$ cat src/rtl/pc_fetch.sv
// Program counter and instruction-fetch stage: next-PC selection, imem req/ack
// handshake and a two-entry (output + skid) buffer toward decode.
module pc_fetch #(
    parameter logic [31:0] RESET_PC = 32'h0000_0000
) (
    input  logic        clk,
    input  logic        reset,
    input  logic        branch,
    input  logic [31:0] branch_target,
    input  logic        jump,
    input  logic [25:0] jump_index,
    output logic        imem_req,
    output logic [31:0] imem_addr,
    input  logic        imem_ack,
    input  logic [31:0] imem_rdata,
    input  logic        stall,
    output logic        instr_valid,
    output logic [31:0] instr,
    output logic [31:0] instr_pc
);

    typedef enum logic [1:0] {
        IDLE,
        FETCH,
        FULL
    } state_t;

    state_t      state_q, state_d;
    logic        armed_q, armed_d;
    logic        req_q, req_d;
    logic        drop_q, drop_d;
    logic [31:0] pc_q, pc_d;
    logic [31:0] addr_q, addr_d;
    logic        out_valid_q, out_valid_d;
    logic [31:0] out_instr_q, out_instr_d;
    logic [31:0] out_pc_q, out_pc_d;
    logic        skid_valid_q, skid_valid_d;
    logic [31:0] skid_instr_q, skid_instr_d;
    logic [31:0] skid_pc_q, skid_pc_d;

    logic        redirect;
    logic        consume;
    logic        accept;
    logic [31:0] pc_plus4;
    logic [31:0] target;

    always_comb begin
        pc_plus4 = pc_q + 32'd4;
        redirect = jump | branch;
        if (jump) begin
            target = {pc_plus4[31:28], jump_index, 2'b00};
        end else begin
            target = branch_target & 32'hFFFF_FFFC;
        end
        consume = out_valid_q & ~stall;
        accept  = req_q & imem_ack & ~drop_q & ~redirect;
    end

    always_comb begin
        state_d      = state_q;
        armed_d      = 1'b1;
        drop_d       = drop_q;
        pc_d         = pc_q;
        out_valid_d  = out_valid_q;
        out_instr_d  = out_instr_q;
        out_pc_d     = out_pc_q;
        skid_valid_d = skid_valid_q;
        skid_instr_d = skid_instr_q;
        skid_pc_d    = skid_pc_q;

        if (consume) begin
            if (skid_valid_q) begin
                out_instr_d  = skid_instr_q;
                out_pc_d     = skid_pc_q;
                skid_valid_d = 1'b0;
            end else begin
                out_valid_d = 1'b0;
            end
        end

        if (accept) begin
            pc_d = pc_plus4;
            if ((!out_valid_q || consume) && !skid_valid_q) begin
                out_valid_d = 1'b1;
                out_instr_d = imem_rdata;
                out_pc_d    = pc_q;
            end else begin
                skid_valid_d = 1'b1;
                skid_instr_d = imem_rdata;
                skid_pc_d    = pc_q;
            end
        end

        // Any ack retires the outstanding request, including one marked for discard.
        if (req_q && imem_ack) begin
            drop_d = 1'b0;
        end

        if (redirect) begin
            pc_d         = target;
            out_valid_d  = 1'b0;
            skid_valid_d = 1'b0;
            if (req_q && !imem_ack) begin
                drop_d = 1'b1;
            end
        end

        // The abandoned request keeps its address on the bus until its ack arrives.
        addr_d = drop_d ? addr_q : pc_d;

        case (state_q)
            IDLE:    if (armed_q) state_d = FETCH;
            FETCH:   if (skid_valid_d) state_d = FULL;
            FULL:    if (!skid_valid_d) state_d = FETCH;
            default: state_d = IDLE;
        endcase

        req_d = (state_d == FETCH);
    end

    always_ff @(posedge clk or negedge reset) begin
        if (!reset) begin
            state_q      <= IDLE;
            armed_q      <= 1'b0;
            req_q        <= 1'b0;
            drop_q       <= 1'b0;
            pc_q         <= RESET_PC;
            addr_q       <= RESET_PC;
            out_valid_q  <= 1'b0;
            out_instr_q  <= '0;
            out_pc_q     <= '0;
            skid_valid_q <= 1'b0;
            skid_instr_q <= '0;
            skid_pc_q    <= '0;
        end else begin
            state_q      <= state_d;
            armed_q      <= armed_d;
            req_q        <= req_d;
            drop_q       <= drop_d;
            pc_q         <= pc_d;
            addr_q       <= addr_d;
            out_valid_q  <= out_valid_d;
            out_instr_q  <= out_instr_d;
            out_pc_q     <= out_pc_d;
            skid_valid_q <= skid_valid_d;
            skid_instr_q <= skid_instr_d;
            skid_pc_q    <= skid_pc_d;
        end
    end

    assign imem_req    = req_q;
    assign imem_addr   = addr_q;
    assign instr_valid = out_valid_q;
    assign instr       = out_instr_q;
    assign instr_pc    = out_pc_q;

    a_req_hold: assert property (@(posedge clk) disable iff (!reset)
        (req_q && !imem_ack) |=> (req_q && $stable(addr_q)));
    a_skid_order: assert property (@(posedge clk) disable iff (!reset)
        skid_valid_q |-> out_valid_q);
    a_pc_align: assert property (@(posedge clk) disable iff (!reset)
        pc_q[1:0] == 2'b00);

endmodule

$ cat config.mk
export PLATFORM = sky130hd
export DESIGN_NAME = pc_fetch
export DESIGN_NICKNAME = d
export VERILOG_FILES = /design/src/rtl/pc_fetch.sv
export SDC_FILE = /design/constraint.sdc
export NUM_CORES = 1
export LEC_CHECK = 0
export CORE_MARGIN = 2
export CORE_UTILIZATION = 45
export DETAILED_ROUTE_END_ITERATION = 10
export DONT_BUFFER_PORTS = 1
export GPL_TIMING_DRIVEN = 1
export SYNTH_ARGS = -nofsm -noshare
export SYNTH_HDL_FRONTEND = slang
export SYNTH_SLANG_ARGS = --single-unit
$ cat constraint.sdc
create_clock -name clk -period 1.84 [get_ports clk]
set_input_delay 0.092 -clock clk [delete_from_list [all_inputs] [get_ports clk]]
set_output_delay 0.092 -clock clk [all_outputs]
set_load 0.05 [all_outputs]
==> results.txt <==
The worst setup slack after layout is -0.0379 ns, and the fraction of layout cells with a size suffix above 1 is 0.299. The global placer's final weighted congestion is 0.833. The core region is 19500 um2.

After the flow finishes, the layout carries non-filler instances totaling 1257. The synthesized-area fraction occupied by xor and xnor cells is 0.0176, and the sum of routed wire length over all layers is 25200 um. The run gives 200 as the largest net degree at the start of global routing. Number of global-route vias before repair: 7143. TritonCTS built the clock tree.

Multiplexer share of the synthesized area: 0.177. In this design, the stage delay of the slowest critical-path cell is 0.53 ns. The H-tree was split into 4 levels. The final worst-path cycle share was 1.02.

The tools report the number of remaining DRC errors as 0. The number of hold violations in the final report was 204; the clock buffer count from CTS was 17. The Yosys warning count came out at 0. The area growth from synthesis to layout is 37.9%.

The placement row count came out at 51. Ranked by total cell area, the synthesized netlist is headed by sky130_fd_sc_hd__dfrtp_1, sky130_fd_sc_hd__mux2_2, sky130_fd_sc_hd__mux2i_1. The clock period minus final worst setup slack works out to 1.88 ns.

After synthesis, the largest family of logic cells by area is multiplexers. The final setup violation count came out at 9. The number of nets in the synthesized netlist is 893. The clock transition at the register clock pins on the worst setup and hold paths after CTS is 0.08 ns, and the number of antenna violations at the first check in global routing is 1. The run gives 0.460 as the starting utilization of the core area.

The required time reported for the critical path endpoint came out at 2.18 ns. From left edge to right edge, the die measures 145 um. Of all nets on the critical path, the largest fanout is 5. Each instance of the synthesized netlist takes up on average 11.2 um2.

The most frequent cell after synthesis is sky130_fd_sc_hd__dfrtp_1. The utilization after layout was 0.634. The post-route worst hold slack came out at -0.650 ns. The global-route usage over all layers is 0.231, and the simple logic cell fraction of the synthesized area is 0.114.

The detail route stage leaves a number of antenna-violating nets equal to 0. The post-layout net count was 1075; the max-slew violation count was 0. The met3 capacity usage during global routing is 0.0610.

The final routed wire length divided by cell count was 20.0 um. The adder and majority cell fraction of the synthesized area was 0.00140; the I/O pin count was 194. The clock reaches the later pin of the worst-skew pair after 0.43 ns.

The final reports fail on negative hold slack, negative setup slack. The number of clock sinks came out at 199. Data on the critical path arrives at its endpoint at 2.21 ns. The tools report the count of TritonRoute iterations in the first routing pass as 5. The layer flagged by global routing as most heavily used is met2.

The sort of element at the end of the critical path was a flop. The run gives 533 MHz as the maximum clock frequency. The top-area cell type share of the netlist area was 0.556. The fraction of the mapped netlist area in compound gates came out at 0.108. For the total leakage power, the log shows 5.71 nW. The worst supply voltage drop on vdd is 0.711 mV. Of all cell types, the one taking the most synthesized area is sky130_fd_sc_hd__dfrtp_1.

Traced cell by cell, the critical path runs through and4_4 > nand2_4 > or4_1 > o311a_1 > o31ai_2. The largest clock skew in the final design came out at 0.0136 ns. Measured along the y axis, the die boundary spans 145 um. Among all stages on the critical path, the largest delay is contributed by sky130_fd_sc_hd__or4_1. The commonest cells after synthesis are sky130_fd_sc_hd__dfrtp_1, sky130_fd_sc_hd__a21oi_1, sky130_fd_sc_hd__nor2_1. Class of the tightest hold or removal check: in2async. The worst setup path is of the reg2reg kind. The floorplan step defined a die boundary enclosing 21000 um2. The buffer type at the clock tree root was sky130_fd_sc_hd__clkbuf_16. OpenSTA, run right after detailed placement, puts the worst setup slack at -0.0839 ns. The tool flagged a number of max-cap violations equal to 0. The run gives 1115 as the post-placement cell count. After technology mapping, the gate count stands at 796.

The number of buffers on the longest clock path is 2, and the met1 routing resource usage after global routing is 0.289. The tools report the startpoint class of the critical path as a flop. The flow ran to the end, but the final reports show violations. Among all flip-flop cells after synthesis, the most frequent one is sky130_fd_sc_hd__dfrtp_1. The number of DRC markers after the initial detailed-route iteration was 414; the post-detailed-route via-to-cell ratio was 5.56. The logs give 0 for the total grt overflow and 0.556 for the part of the Yosys area used for sequential elements. Setup repair after global routing could not meet its margin everywhere. The count of buffers added on input and output ports is 0. The number of enable flip-flop cells after synthesis is 0. The cell area that synthesis handed to floorplanning was 8950 um2.

For the met2 usage in global routing, the log shows 0.398. For the pin with the worst max-slew slack, the measured transition is 0.659 ns. Async set-or-reset flop fraction in the synthesized netlist: 1.00. The total of flip-flops plus latches after synthesis came out at 199. The logs give 15600 um for the final HPWL from detailed placement and 0.561 for the relative slew slack. The total via count after detailed routing was 6991; the power per unit of standard cell area was 1330 nW/um2. The wire length of the first global-routing pass was 38600 um; the number of distinct standard cells referenced by the synthesized netlist was 55.
-- flip-flops by register name (all words and copies together), names as in the netlist --
| signal | count |
|---|---|
| imem_req | 1 |
| imem_addr | 32 |
| state_q | 2 |
| instr | 32 |
| skid_pc_q | 32 |
| skid_valid_q | 1 |
| drop_q | 1 |
| instr_valid | 1 |
| instr_pc | 32 |
| pc_q | 32 |
| skid_instr_q | 32 |
| armed_q | 1 |
-- worst paths after layout --
check                              endpoint  cells past startpoint             from  slack, ns
max                           imem_addr[29]                      5         pc_q[12]      -0.04
min                        skid_instr_q[14]                      0            reset      -0.65
max reg2reg                   imem_addr[29]                      5         pc_q[12]      -0.04
min reg2reg                 skid_instr_q[0]                      1  skid_instr_q[0]       0.51
max in group asynchronous     skid_pc_q[28]                      0            reset       2.21
min in group clk                   pc_q[28]                      1             jump      -0.23
-- critical path, delay by kind of cell, from the launching register on --
kind | cells | cell delay (ns)
AND/OR/NAND/NOR | 3 | 0.89
AO/OA/AOI/OAI | 2 | 0.52
flip-flops | 1 | 0.37
-- cell usage in the layout (no fill, tap or decap), types with 8 or more instances in the layout --
cell type	n
sky130_fd_sc_hd__nand2_1	31
sky130_fd_sc_hd__xnor2_1	11
sky130_fd_sc_hd__dfrtp_1	196
sky130_fd_sc_hd__mux2_4	67
sky130_fd_sc_hd__nand3_1	8
sky130_fd_sc_hd__dlygate4sd3_1	85
sky130_fd_sc_hd__nor2_1	81
sky130_fd_sc_hd__o22ai_1	17
sky130_fd_sc_hd__clkbuf_16	23
sky130_fd_sc_hd__mux2_2	13
sky130_fd_sc_hd__buf_12	10
sky130_fd_sc_hd__a21oi_1	87
sky130_fd_sc_hd__buf_4	103
sky130_fd_sc_hd__o21ai_0	18
sky130_fd_sc_hd__nand4_1	9
sky130_fd_sc_hd__mux2i_1	68
-- timing repair --
action,in CTS,in global routing
hold endpoints to repair,309,208
gates cloned,2,6
buffers inserted,4,12
endpoints found under the setup margin,74,103
hold buffers,84,3
gates resized for setup,12,109
pin swaps,5,11
-- where the power goes --
group          internal, mW  switching [mW]  leakage, nW
Sequential             5.49            2.76         2.39
Combinational          1.92            2.67         3.04
Clock                  1.80            1.72        0.279
-- logic make-up after synthesis --
| family | count (synthesis) |
|---|---|
| adder cells (fa/ha/maj) | 1 |
| XOR/XNOR | 18 |
| AO/OA/AOI/OAI | 169 |
| multiplexers | 148 |
| buffers and inverters | 56 |
| other | 1 |
| flip-flops | 199 |
| AND/OR/NAND/NOR | 204 |
-- metal layers --
layer,routed length [um],up-vias
met1,10700,3492
met3,1440,37
met5,0,-
met4,424,0
li1,-,3236
met2,12700,226
-- through the flow --
stage | cell area, um2 | setup TNS (ns) | total power, mW
CTS | 11600 | -0.0772 | 16.2
detailed placement | 10100 | -1.90 | 12.5
global placement | 10100 | -0.995 | 12.3
floorplan | 9140 | -1.21 | 11.0
global route | 12300 | -2.67 | 17.1
finish | 12300 | -0.0640 | 16.4
-- cell type report --
type                    count  area (um2)
flip-flops and latches    199        4980
multi-input cells         541        4330
clock buffers              18         439
repair buffers            214        2120
diodes                      1        2.50
fillers                  1528        7120
well taps                 265         332
inverters                   5        20.0
clock inverters            14         113
Note: power is estimated with default switching activity, not from simulation.
